`config.mk`:
```
export PLATFORM = sky130hd
export DESIGN_NAME = controlador_acumulador
export DESIGN_NICKNAME = d
export VERILOG_FILES = /design/src/rtl/controlador_acumulador.sv
export SDC_FILE = /design/constraint.sdc
export NUM_CORES = 1
export LEC_CHECK = 0
export ABC_AREA = 1
export BUFFER_PORTS_ARGS = -buffer_cell sky130_fd_sc_hd__buf_2
export CELL_PAD_IN_SITES_DETAIL_PLACEMENT = 0
export CELL_PAD_IN_SITES_GLOBAL_PLACEMENT = 2
export CORE_UTILIZATION = 30
export CTS_BUF_LIST = sky130_fd_sc_hd__clkbuf_4 sky130_fd_sc_hd__clkbuf_8 sky130_fd_sc_hd__clkbuf_16
export DETAILED_ROUTE_END_ITERATION = 12
export GPL_ROUTABILITY_DRIVEN = 0
export PLACE_DENSITY_LB_ADDON = 0.2
export SYNTH_ARGS = -nofsm -noshare
export SYNTH_HDL_FRONTEND = slang
export SYNTH_SLANG_ARGS = --single-unit
```
`constraint.sdc`:
```
create_clock -name clk -period 2 [get_ports clk]
set_clock_uncertainty 0.1 [all_clocks]
set_input_delay 0.2 -clock clk [delete_from_list [all_inputs] [get_ports clk]]
set_output_delay 0.2 -clock clk [all_outputs]
set_load 0.01 [all_outputs]
```
`src/rtl/controlador_acumulador.sv`:
```
// Debounced 2-bit up/down/clear accumulator with an optional automatic sweep.
// Raw buttons are synchronized, filtered by an FSM and applied once per press.
module controlador_acumulador #(
    parameter int DEBOUNCE_CYCLES = 4,
    parameter int AUTO_PERIOD     = 8
) (
    input  logic       clk,
    input  logic       rst_n,
    input  logic       btn_inc,
    input  logic       btn_dec,
    input  logic       btn_clr,
    input  logic       modo_auto,
    output logic [1:0] valor,
    output logic       ocupado
);

    localparam int MAX_CNT = (DEBOUNCE_CYCLES > AUTO_PERIOD) ? DEBOUNCE_CYCLES : AUTO_PERIOD;
    localparam int CW      = $clog2(MAX_CNT + 1);
    localparam logic [CW-1:0] DEB_LAST  = CW'(DEBOUNCE_CYCLES - 1);
    localparam logic [CW-1:0] AUTO_LAST = CW'(AUTO_PERIOD - 1);

    typedef enum logic [1:0] {REPOSO, FILTRO, APLICAR, ESPERA_SUELTA} estado_t;
    typedef enum logic [1:0] {CMD_NONE, CMD_CLR, CMD_INC, CMD_DEC} cmd_t;

    // Bit order in the synchronizer: {modo_auto, clr, inc, dec}
    logic [3:0]    sync1_q, sync1_d, sync2_q, sync2_d;
    estado_t       estado_q, estado_d;
    cmd_t          cmd_q, cmd_d;
    logic [CW-1:0] cnt_q, cnt_d;
    logic [CW-1:0] pre_q, pre_d;
    logic [1:0]    valor_q, valor_d;

    logic s_auto, s_clr, s_inc, s_dec, any_btn, cmd_btn;

    assign s_auto  = sync2_q[3];
    assign s_clr   = sync2_q[2];
    assign s_inc   = sync2_q[1];
    assign s_dec   = sync2_q[0];
    assign any_btn = s_clr | s_inc | s_dec;

    assign valor   = valor_q;
    assign ocupado = (estado_q != REPOSO);

    always_comb begin
        sync1_d = {modo_auto, btn_clr, btn_inc, btn_dec};
        sync2_d = sync1_q;
    end

    always_comb begin
        cmd_btn = 1'b0;
        case (cmd_q)
            CMD_CLR: cmd_btn = s_clr;
            CMD_INC: cmd_btn = s_inc;
            CMD_DEC: cmd_btn = s_dec;
            default: cmd_btn = 1'b0;
        endcase
    end

    always_comb begin
        estado_d = estado_q;
        cmd_d    = cmd_q;
        cnt_d    = cnt_q;
        pre_d    = '0;
        valor_d  = valor_q;
        case (estado_q)
            REPOSO: begin
                if (any_btn) begin
                    estado_d = FILTRO;
                    cnt_d    = '0;
                    cmd_d    = s_clr ? CMD_CLR : (s_inc ? CMD_INC : CMD_DEC);
                end else if (s_auto) begin
                    if (pre_q == AUTO_LAST) begin
                        pre_d   = '0;
                        valor_d = valor_q + 2'd1;
                    end else begin
                        pre_d = pre_q + CW'(1);
                    end
                end
            end
            FILTRO: begin
                if (!cmd_btn) begin
                    estado_d = REPOSO;
                end else if (cnt_q == DEB_LAST) begin
                    estado_d = APLICAR;
                end else begin
                    cnt_d = cnt_q + CW'(1);
                end
            end
            APLICAR: begin
                case (cmd_q)
                    CMD_CLR: valor_d = 2'd0;
                    CMD_INC: valor_d = valor_q + 2'd1;
                    CMD_DEC: valor_d = valor_q - 2'd1;
                    default: valor_d = valor_q;
                endcase
                cnt_d    = '0;
                estado_d = ESPERA_SUELTA;
            end
            ESPERA_SUELTA: begin
                // Any bounce restarts the release window
                if (any_btn) begin
                    cnt_d = '0;
                end else if (cnt_q == DEB_LAST) begin
                    estado_d = REPOSO;
                end else begin
                    cnt_d = cnt_q + CW'(1);
                end
            end
            default: estado_d = REPOSO;
        endcase
    end

    always_ff @(posedge clk or negedge rst_n) begin
        if (!rst_n) begin
            sync1_q  <= '0;
            sync2_q  <= '0;
            estado_q <= REPOSO;
            cmd_q    <= CMD_NONE;
            cnt_q    <= '0;
            pre_q    <= '0;
            valor_q  <= '0;
        end else begin
            sync1_q  <= sync1_d;
            sync2_q  <= sync2_d;
            estado_q <= estado_d;
            cmd_q    <= cmd_d;
            cnt_q    <= cnt_d;
            pre_q    <= pre_d;
            valor_q  <= valor_d;
        end
    end

endmodule

```
==> results of run 1 <==
-- metal layers --
layer | wire [µm] | part of all wire
met4 | 8 | 0.0040
met1 | 1050 | 0.52
met3 | 52 | 0.026
met5 | 0 | 0
met2 | 898 | 0.45
-- final timing paths --
path                                   end       start  slack, ns  cells after the start
worst max-delay path               ocupado    register       0.56                      3
worst min-delay path            sync2_q[3]  sync1_q[3]       0.25                      0
worst max register to register    cnt_q[2]    cnt_q[0]       0.57                      6
worst min register to register  sync2_q[3]  sync1_q[3]       0.25                      0
max in group asynchronous       sync2_q[0]       rst_n       1.14                      2
min in group asynchronous         pre_q[3]       rst_n       0.33                      2
-- report_power, final --
group | internal [mW] | switching, mW
clock | 0.267 | 0.136
combinational | 0.245 | 0.391
sequential | 0.533 | 0.136
-- final cells by class --
type / instances / area (µm²)
fill: 369 / 2130
sequential: 22 / 551
multi-input combinational: 89 / 497
timing repair buffer: 13 / 90.1
inverter: 19 / 73.8
tap: 46 / 57.6
clock buffer: 3 / 41.3
clock inverter: 1 / 30.0
-- critical path: cells and delay by family, from the launching register on --
kind | cells | cell delay [ns]
buffers and inverters | 2 | 0.22
flip-flops | 1 | 0.49
AND/OR/NAND/NOR | 1 | 0.18
-- registers in the layout, indices dropped and copies added (netlist names), named ones only --
register / flops
cmd_q: 2
cnt_q: 4
estado_q: 1
pre_q: 4
sync1_q: 4
sync2_q: 4
valor: 2
-- repair_timing --
item	in CTS	in global routing
hold buffers	5	0
endpoints found under the setup margin	0	0
hold endpoints to repair	26	0
-- through the flow --
step | instance area, µm² | worst slack (ns) | util | power, mW
floorplan | 1120 | 0.682 | - | 1.16
global placement | 1220 | 0.552 | 0.351 | 1.32
detailed placement | 1220 | 0.579 | 0.351 | 1.31
CTS | 1340 | 0.534 | 0.386 | 1.74
global route | 1340 | 0.389 | 0.386 | 1.85
finish | 1340 | 0.563 | 0.386 | 1.71
-- logic make-up after synthesis --
family,after synthesis,synth area share
and+or+nand+nor,71,0.315
DFF,22,0.491
buffers and inverters,19,0.0658
AOI/OAI and AO/OA,13,0.0826
xor gates and xnor gates,3,0.0234
adders and majority gates,2,0.0223
-- layout by cell type, fill, tap and decap left out, types with 5 or more instances in the layout --
cell	netlist	final
buf_2	0	8
dfrtp_1	22	22
dlygate4sd3_1	0	5
inv_1	14	14
nand2_1	33	33
nand2_2	5	5
nand3_1	12	12
nand4_1	5	5
nor2_1	9	9
==> impl_table.tex, run 1 <==
\begin{tabular}{lr}
\hline
Metric & Value \\
\hline
\multicolumn{2}{l}{\textbf{Logic synthesis}} \\
\quad Top cell type's share of synthesized area & 0.491 \\
\quad Nets in the synthesized netlist & 138 \\
\quad Top area cells in the synthesized netlist & dfrtp\_1, nand2\_1, nand3\_1 \\
\quad Sequential area share after synthesis & 0.491 \\
\quad Most common flop cell mapped by yosys & dfrtp\_1 \\
\quad Mean instance size in the synthesized netlist & 8.62 µm² \\
\quad Biggest area consumer among synthesized cells & dfrtp\_1 \\
\quad Synthesized netlist cell count & 130 \\
\quad Distinct cell type count after synthesis & 24 \\
\quad Number of synthesized flops with an enable pin & 0 \\
\quad Yosys warnings & 0 \\
\quad Area of the mapped netlist & 1120 µm² \\
\quad Share of synthesized registers carrying an async set or reset & 1.00 \\
\quad Most common cell in the synthesized netlist & nand2\_1 \\
\quad FF+latch count, synth & 22 \\
\quad Post-synth top cells & nand2\_1, dfrtp\_1, inv\_1 \\
\multicolumn{2}{l}{\textbf{Detailed routing}} \\
\quad Vias per Instance & 4.45 \\
\quad First DRT Iteration DRCs & 15 \\
\quad Drt first pass iters & 2 \\
\quad Wire per inst & 10.4 µm \\
\quad Total vias in the final route & 858 \\
\quad Remaining routing DRC violations & 0 \\
\quad Count of antenna-violating nets left after detailed routing & 0 \\
\quad Detailed-route wire length & 2010 µm \\
\multicolumn{2}{l}{\textbf{Job}} \\
\quad Maxcap violations & 0 \\
\multicolumn{2}{l}{\textbf{STA}} \\
\quad Fin Hold WS & 0.251 ns \\
\quad Post-route setup TNS & 0 ns \\
\quad Share of the cycle needed by the critical path after routing & 0.718 \\
\quad Endpoints failing setup & 0 \\
\quad Hold Violations, Final & 0 \\
\quad Slew at the pin closest to its max-slew limit & 0.479 ns \\
\quad Final Slew Violations & 0 \\
\quad Relative max-transition margin & 0.681 \\
\quad Max frequency & 0.696 GHz \\
\quad Min cycle time layout & 1.44 ns \\
\quad Setup repair after global routing missed its margin & no \\
\multicolumn{2}{l}{\textbf{Run status}} \\
\quad Outcome & finished clean \\
\multicolumn{2}{l}{\textbf{Clock tree}} \\
\quad Clk Latency, worst-skew pair & 0.26 ns \\
\quad Reg clk slew, reported paths & 0.08 ns \\
\quad Max H-tree Level & 1 \\
\quad Number of gates resized after cts & 0 \\
\quad Total number of clock tree sinks & 22 \\
\quad CTS Root Cell & clkbuf\_8 \\
\quad TritonCTS clock tree & yes \\
\quad Buffer levels on the longest clock path & 2 \\
\quad Number of clock buffers inserted by TritonCTS & 3 \\
\quad Post-CTS Setup Inserts & 0 \\
\multicolumn{2}{l}{\textbf{Die}} \\
\quad Overall die height & 63.1 µm \\
\quad Core Box Area & 3470 µm² \\
\quad Initial Util & 0.323 \\
\quad Area enclosed by the die boundary & 3990 µm² \\
\quad Number of ports placed on the die boundary & 9 \\
\quad Std cell rows & 21 \\
\quad Die Width & 63.1 µm \\
\multicolumn{2}{l}{\textbf{GRT}} \\
\quad Met2 demand-to-capacity share in global routing & 0.187 \\
\quad Maximum number of pins on one net before global-route repair & 23 \\
\quad Gr usage total & 0.111 \\
\quad GR met3 Demand/Resource & 0.0326 \\
\quad Met1 global-route usage & 0.142 \\
\quad GR peak layer & met2 \\
\quad First-pass GRT wire length & 3490 µm \\
\quad Via count of the first global-routing pass & 799 \\
\quad Total congestion overflow after global routing & 0 \\
\quad Initial antenna violation count & 0 \\
\multicolumn{2}{l}{\textbf{Setup path}} \\
\quad Critical Path Source Type & register \\
\quad Crit path arrival time & 1.14 ns \\
\quad Critical Path Sink Type & output pin \\
\quad Worst-path fanout max & 6 \\
\quad Worst EP required & 1.70 ns \\
\quad Worst setup path category & reg2out \\
\quad Worst stage delay on the critical path & 0.49 ns \\
\quad Cell-by-cell listing of the critical path & nor2\_4 > inv\_2 > buf\_2 \\
\quad Cell with the largest stage delay on the worst path & dfrtp\_1 \\
\multicolumn{2}{l}{\textbf{Cells and area}} \\
\quad Layout cells sized above 1 & 0.224 \\
\quad Finished Layout Cells & 193 \\
\quad N\_diodes & 0 \\
\quad Count of nets after finishing & 156 \\
\quad Area delta synth->final & 19.5\% \\
\multicolumn{2}{l}{\textbf{Power}} \\
\quad Power per unit of standard cell area & 1280 nW/µm² \\
\quad Leakage power of the design & 0.680 nW \\
\quad IR drop worst, VDD & 0.000484 V \\
\multicolumn{2}{l}{\textbf{Placed design}} \\
\quad Post-detailed-placement half-perimeter wirelength & 1560 µm \\
\quad Cell total after placement & 184 \\
\quad Buffers on Ports & 8 \\
\multicolumn{2}{l}{\textbf{Worst hold path}} \\
\quad Path category of the worst min-delay check & reg2reg \\
\hline
\end{tabular}
Note: power is estimated with default switching activity, not from simulation.
==> run 2: changes to the inputs <==
- clock period: 2 -> 1.3 ns (I/O delays scaled with it)
==> run 2 against run 1 <==
The run now ends with setup timing left. Combinational power rose by 140%. Clock power rose by 60%. Cell count rose by 11%. Highest routed layer unchanged. Sequential power rose by 49%. Via count rose by 11%. Critical endpoint is now valor[0]. Register-to-register slack got worse by 0.58 ns. Global-route usage rose by 1.8 points. Flip-flop and latch count did not move.
==> impl_table.tex, run 2 (synthesized netlist as in run 1, its figures left out) <==
\begin{tabular}{lr}
\hline
Metric & Value \\
\hline
\multicolumn{2}{l}{\textbf{Clock tree}} \\
\quad Number of clock buffers inserted by TritonCTS & 3 (unchanged) \\
\quad Total number of clock tree sinks & 22 (unchanged) \\
\quad Clk Latency, worst-skew pair & 0.27 ns (about the same) \\
\quad Buffer levels on the longest clock path & 2 (unchanged) \\
\quad Reg clk slew, reported paths & 0.09 ns (about the same) \\
\quad Max H-tree Level & 1 (unchanged) \\
\quad CTS Root Cell & clkbuf\_8 \\
\quad TritonCTS clock tree & yes \\
\multicolumn{2}{l}{\textbf{Cells and area}} \\
\quad Layout cells sized above 1 & 0.399 (+0.174) \\
\quad Most frequent cells in the layout & nand2\_1, dfrtp\_1, buf\_4 \\
\quad Multi-input gate area in the final layout & 558 µm² (+12\%) \\
\quad N\_diodes & 0 (unchanged) \\
\quad Share of the core filled with cells in the final layout & 0.453 (+0.0667) \\
\quad Final-layout fill cell count & 359 (-2.7\%) \\
\quad Most frequent standard cell in the layout excluding fill and tap cells & nand2\_1 \\
\quad Finished Cell Area & 1570 µm² (+17\%) \\
\quad Register area & 553 µm² (+0.45\%) \\
\quad Area delta synth->final & 40.2\% \\
\quad Count of nets after finishing & 177 (+13\%) \\
\multicolumn{2}{l}{\textbf{Run status}} \\
\quad Outcome & finished, violations left \\
\quad Violated checks & setup timing \\
\multicolumn{2}{l}{\textbf{Setup path}} \\
\quad Setup slack of the worst register-to-register path & -0.007 ns (-0.58 ns) \\
\quad Critical Path Source Type & register \\
\quad Worst setup path category & reg2reg \\
\quad Worst EP required & 1.37 ns (-0.33 ns) \\
\quad Critical Path Sink Type & register \\
\quad Reg2reg end & valor[0] \\
\quad Crit path arrival time & 1.38 ns (+0.24 ns) \\
\quad Worst-path fanout max & 4 (-2) \\
\quad Path depth of the worst reg2reg path & 8 (+2) \\
\multicolumn{2}{l}{\textbf{Power}} \\
\quad Switching share of total power & 0.390 (+0.00206) \\
\quad Relative contribution of the clock network to total power & 0.205 (-0.031) \\
\quad Total net switching power & 1.23 mW (+85\%) \\
\quad Leakage power of the design & 0.800 nW (+18\%) \\
\quad IR drop worst, VDD & 0.000737 V (+52\%) \\
\quad Comb pwr share & 0.479 (+0.107) \\
\quad Internal Power & 1.92 mW (+84\%) \\
\quad Sequential share of power & 0.317 (-0.075) \\
\quad Power per unit of standard cell area & 2000 nW/µm² (+57\%) \\
\multicolumn{2}{l}{\textbf{GRT}} \\
\quad Via count of the first global-routing pass & 913 (+14\%) \\
\quad Gr usage total & 0.129 (+0.0181) \\
\quad Total congestion overflow after global routing & 0 (unchanged) \\
\quad First-pass GRT wire length & 4040 µm (+16\%) \\
\quad Initial antenna violation count & 0 (unchanged) \\
\quad Maximum number of pins on one net before global-route repair & 23 (unchanged) \\
\multicolumn{2}{l}{\textbf{Die}} \\
\quad Initial Util & 0.323 (unchanged) \\
\quad Core Box Area & 3470 µm² (unchanged) \\
\quad Overall die height & 63.1 µm (unchanged) \\
\quad Die Width & 63.1 µm (unchanged) \\
\quad Number of ports placed on the die boundary & 9 (unchanged) \\
\quad Area enclosed by the die boundary & 3990 µm² (unchanged) \\
\quad Std cell rows & 21 (unchanged) \\
\multicolumn{2}{l}{\textbf{STA}} \\
\quad Min cycle time layout & 1.31 ns \\
\quad Post-route setup TNS & -0.0125 ns (-0.0125 ns) \\
\quad Setup repair after global routing missed its margin & yes \\
\quad Relative max-transition margin & 0.662 (-0.0189) \\
\quad Fin Hold WS & 0.248 ns (-0.00358 ns) \\
\quad Final Slew Violations & 0 (unchanged) \\
\quad Max frequency & 0.765 GHz \\
\quad Endpoints failing setup & 3 (+3) \\
\quad Share of the cycle needed by the critical path after routing & 1.01 \\
\quad Slew at the pin closest to its max-slew limit & 0.507 ns (+0.0284 ns) \\
\quad Smallest setup slack after layout & -0.00672 ns (-0.570 ns) \\
\quad Hold Violations, Final & 0 (unchanged) \\
\multicolumn{2}{l}{\textbf{Placed design}} \\
\quad Post-detailed-placement half-perimeter wirelength & 1690 µm (+8.2\%) \\
\quad Buffers on Ports & 8 (unchanged) \\
\quad Instance area at placement & 1330 µm² (+8.9\%) \\
\quad Setup slack after placement & -0.0891 ns (-0.668 ns) \\
\multicolumn{2}{l}{\textbf{Detailed routing}} \\
\quad Total vias in the final route & 950 (+11\%) \\
\quad Wire per inst & 11.2 µm (+8.2\%) \\
\quad Drt first pass iters & 4 (+2) \\
\quad Vias per Instance & 4.44 (-0.14\%) \\
\quad Detailed-route wire length & 2410 µm (+20\%) \\
\quad Count of antenna-violating nets left after detailed routing & 0 (unchanged) \\
\quad First DRT Iteration DRCs & 41 (+26) \\
\quad Remaining routing DRC violations & 0 (unchanged) \\
\multicolumn{2}{l}{\textbf{Worst hold path}} \\
\quad Path category of the worst min-delay check & in2async \\
\multicolumn{2}{l}{\textbf{Job}} \\
\quad Maxcap violations & 0 (unchanged) \\
\hline
\end{tabular}
==> run 2: cell count changes in the layout (fill, tap and decap cells not counted), sizes merged <==
cell and change:
buf +21
==> run 2: cell type report <==
class | instances | share of cell area
multi-input cells | 89 | 0.355
flip-flops and latches | 22 | 0.352
repair buffers | 34 | 0.162
inverters | 19 | 0.0486
well taps | 46 | 0.0366
clock buffers | 3 | 0.0263
clock inverters | 1 | 0.0191
==> run 2: metal layers <==
layer / vias up / wire (µm) / track usage
li1: 492 / - / -
met1: 443 / 1160 / 0.171
met2: 12 / 1170 / 0.207
met3: 3 / 66 / 0.0344
met4: 0 / 8 / 0.0320
met5: - / 0 / 0
==> run 2: worst max path at each step <==
| stage | endpoint | slack, ns | cells after the start |
|---|---|---|---|
| 2_1_floorplan | valor[0] | 0.008 | 8 |
| 3_3_place_gp | valor[1] | -0.09 | 8 |
| 3_5_place_dp | valor[0] | -0.09 | 8 |
| 4_1_cts | valor[0] | -0.03 | 8 |
| 5_1_grt | valor[0] | -0.08 | 8 |
| 6_report | valor[0] | -0.007 | 8 |
==> run 2: what timing repair did <==
item | 4_1_cts | 5_1_grt
pin swaps | 4 | 11
hold buffers | 5 | 0
setup endpoints to repair | 9 | 11
gates resized for setup | 8 | 13
setup buffers | 5 | 2
endpoints found under the hold margin | 26 | 0
==> run 2: through the flow <==
stage / cells / total power [mW]
2_1_floorplan: 130 / 1.79
3_3_place_gp: 198 / 2.27
3_5_place_dp: 198 / 2.28
4_1_cts: 212 / 3.01
5_1_grt: 214 / 3.40
6_report: 214 / 3.15
==> run 2: power by group through the flow <==
stage | combinational, mW | clock, mW | sequential (mW)
2_1_floorplan | 0.769 | 0 | 1.02
3_3_place_gp | 1.28 | 0 | 0.987
3_5_place_dp | 1.28 | 0 | 0.995
4_1_cts | 1.37 | 0.655 | 0.987
5_1_grt | 1.69 | 0.685 | 1.02
6_report | 1.51 | 0.645 | 0.997
==> run 2: critical path: stages (launching register included) <==
cell and delay (ns):
dfrtp_2 0.46, nor2_4 0.13, inv_2 0.07, nor2_8 0.16
inv_4 0.06, nand2_4 0.06, nand2_4 0.06, nand2_2 0.07
o21ai_2 0.05
==> run 3: changes to the inputs <==
- clock period: 1.3 -> 1.34 ns (I/O delays scaled with it)
==> run 3 against run 2 <==
The flow now finishes without violations. Flip-flop and latch count unchanged. Register-to-register slack gained 0.05 ns. Combinational power decreased by 6%. Sequential power shrank 3.2%. Non-clock buffer count fell by 3. Via count decreased by 0.95%. Maximum frequency increased by 0.51%. Critical endpoint unchanged. Highest routed layer unchanged. Largest power group unchanged. Worst setup slack gained 0.047 ns. Clock power decreased by 5.7%. Global-route usage about the same.
==> impl_table.tex, run 3 (synthesized netlist as in run 1, its figures left out) <==
\begin{tabular}{lr}
\hline
Metric & Value \\
\hline
\multicolumn{2}{l}{\textbf{Detailed routing}} \\
\quad Count of antenna-violating nets left after detailed routing & 0 (unchanged) \\
\quad First DRT Iteration DRCs & 20 (-51\%) \\
\quad Wire per inst & 11.1 µm (-0.94\%) \\
\quad Drt first pass iters & 4 (unchanged) \\
\quad Total vias in the final route & 941 (-0.95\%) \\
\quad Remaining routing DRC violations & 0 (unchanged) \\
\quad Vias per Instance & 4.46 (+0.46\%) \\
\quad Detailed-route wire length & 2350 µm (-2.3\%) \\
\multicolumn{2}{l}{\textbf{Clock tree}} \\
\quad Clk Latency, worst-skew pair & 0.26 ns (about the same) \\
\quad Buffer levels on the longest clock path & 2 (unchanged) \\
\quad Number of clock buffers inserted by TritonCTS & 3 (unchanged) \\
\quad TritonCTS clock tree & yes \\
\quad Reg clk slew, reported paths & 0.08 ns (about the same) \\
\quad CTS Root Cell & clkbuf\_8 \\
\quad Total number of clock tree sinks & 22 (unchanged) \\
\quad Max H-tree Level & 1 (unchanged) \\
\multicolumn{2}{l}{\textbf{Setup path}} \\
\quad Critical Path Source Type & register \\
\quad Critical Path Sink Type & register \\
\quad Path depth of the worst reg2reg path & 8 (unchanged) \\
\quad Worst-path fanout max & 4 (unchanged) \\
\quad Worst setup path category & reg2reg \\
\quad Crit path arrival time & 1.36 ns (-0.02 ns) \\
\quad Worst EP required & 1.40 ns (+0.03 ns) \\
\quad Setup slack of the worst register-to-register path & 0.04 ns (+0.05 ns) \\
\quad Reg2reg end & valor[0] \\
\quad Startpoint of the lowest-slack register-to-register path & sync2\_q[2] \\
\multicolumn{2}{l}{\textbf{Power}} \\
\quad IR drop worst, VDD & 0.000756 V (+2.6\%) \\
\quad Leakage power of the design & 0.790 nW (-1.3\%) \\
\quad Power per unit of standard cell area & 1900 nW/µm² (-5.1\%) \\
\multicolumn{2}{l}{\textbf{STA}} \\
\quad Max frequency & 0.769 GHz (+0.51\%) \\
\quad Relative max-transition margin & 0.671 (+0.00925) \\
\quad Smallest setup slack after layout & 0.0399 ns (+0.0466 ns) \\
\quad Share of the cycle needed by the critical path after routing & 0.970 (-0.0350) \\
\quad Final Slew Violations & 0 (unchanged) \\
\quad Endpoints failing setup & 0 (-3) \\
\quad Hold Violations, Final & 0 (unchanged) \\
\quad Slew at the pin closest to its max-slew limit & 0.493 ns (-0.0139 ns) \\
\quad Min cycle time layout & 1.30 ns (-0.00663 ns) \\
\quad Setup repair after global routing missed its margin & yes \\
\multicolumn{2}{l}{\textbf{Cells and area}} \\
\quad Most frequent standard cell in the layout excluding fill and tap cells & nand2\_1 \\
\quad Register area & 553 µm² (unchanged) \\
\quad Final-layout fill cell count & 371 (+3.3\%) \\
\quad Share of the core filled with cells in the final layout & 0.453 (about the same) \\
\quad Most frequent cells in the layout & nand2\_1, dfrtp\_1, buf\_4 \\
\quad Multi-input gate area in the final layout & 584 µm² (+4.7\%) \\
\quad Area delta synth->final & 40.3\% (about the same) \\
\quad Count of nets after finishing & 174 (-1.7\%) \\
\quad Layout cells sized above 1 & 0.406 (+0.00725) \\
\quad Finished Cell Area & 1570 µm² (about the same) \\
\quad N\_diodes & 0 (unchanged) \\
\multicolumn{2}{l}{\textbf{GRT}} \\
\quad First-pass GRT wire length & 4040 µm (+0.17\%) \\
\quad Maximum number of pins on one net before global-route repair & 23 (unchanged) \\
\quad Gr usage total & 0.129 (+0.000336) \\
\quad GR met3 Demand/Resource & 0.0217 (-0.0127) \\
\quad Total congestion overflow after global routing & 0 (unchanged) \\
\quad Met1 global-route usage & 0.171 (-0.000194) \\
\quad Initial antenna violation count & 0 (unchanged) \\
\quad GR peak layer & met2 \\
\quad Met2 demand-to-capacity share in global routing & 0.215 (+0.00806) \\
\quad Via count of the first global-routing pass & 936 (+2.5\%) \\
\multicolumn{2}{l}{\textbf{Run status}} \\
\quad Outcome & finished clean \\
\multicolumn{2}{l}{\textbf{Placed design}} \\
\quad Buffers on Ports & 8 (unchanged) \\
\quad Post-detailed-placement half-perimeter wirelength & 1680 µm (-0.22\%) \\
\quad Instance area at placement & 1320 µm² (-0.85\%) \\
\quad Setup slack after placement & -0.0409 ns (+0.0482 ns) \\
\multicolumn{2}{l}{\textbf{Worst hold path}} \\
\quad Instance count along the most critical hold path & 0 \\
\quad Path category of the worst min-delay check & reg2reg \\
\quad Startpoint of the lowest-slack hold path & sync1\_q[0] \\
\quad Hold Crit Endpoint & sync2\_q[0] \\
\multicolumn{2}{l}{\textbf{Die}} \\
\quad Std cell rows & 21 (unchanged) \\
\quad Die Width & 63.1 µm (unchanged) \\
\quad Overall die height & 63.1 µm (unchanged) \\
\quad Number of ports placed on the die boundary & 9 (unchanged) \\
\quad Initial Util & 0.323 (unchanged) \\
\quad Core Box Area & 3470 µm² (unchanged) \\
\quad Area enclosed by the die boundary & 3990 µm² (unchanged) \\
\multicolumn{2}{l}{\textbf{Job}} \\
\quad Maxcap violations & 0 (unchanged) \\
\hline
\end{tabular}
[run 3: cell count changes in the layout (fill, tap and decap cells not counted), sizes merged]
cell and change:
buf -3
[run 3: stage by stage]
stage	hold slack, ns	total power, mW	cells	setup TNS, ns
floorplan	-0.262	1.73	130	0
global placement	0.0312	2.13	197	-0.105
detailed placement	0.0315	2.12	197	-0.120
CTS	0.254	2.81	209	-0.0795
global route	0.260	3.23	211	-0.141
finish	0.251	2.99	211	0
[run 3: layout make-up]
type                            instances  share of cell area
Tap cell                               46              0.0366
Multi-Input combinational cell         89               0.372
Clock buffer                            3              0.0263
Inverter                               19              0.0469
Clock inverter                          1              0.0191
Timing Repair Buffer                   31               0.148
Sequential cell                        22               0.352
[run 3: worst max-delay path: stages (launching register included)]
cell and delay, ns:
dfrtp_1 0.41, nor2_2 0.10, nand2_2 0.12, nor2_8 0.16
inv_4 0.06, nand2_4 0.06, nand2_4 0.06, nand2_2 0.07
o21ai_2 0.05
[run 3: repair_timing]
item	4_1_cts	5_1_grt
buffers inserted	3	2
endpoints found under the setup margin	6	12
gates resized for setup	7	19
endpoints found under the hold margin	26	0
pin swaps	7	5
hold buffers	5	0
[run 3: layer usage]
layer	vias up	wire length [µm]
li1	484	-
met1	446	1180
met2	9	1110
met3	2	44
met4	0	10
met5	-	0
[run 3: worst max path at each step]
stage,startpoint,end
floorplan,register,valor[0]
global placement,estado_q[0],cnt_q[0]
CTS,sync2_q[2],cnt_q[1]
finish,sync2_q[2],valor[0]
detailed placement,sync2_q[2],cnt_q[1]
global route,register,valor[1]
[run 3: where the power goes]
| group | switching [mW] | total, mW | internal [mW] |
|---|---|---|---|
| Clock | 0.210 | 0.608 | 0.399 |
| Sequential | 0.163 | 0.965 | 0.802 |
| Combinational | 0.803 | 1.42 | 0.612 |
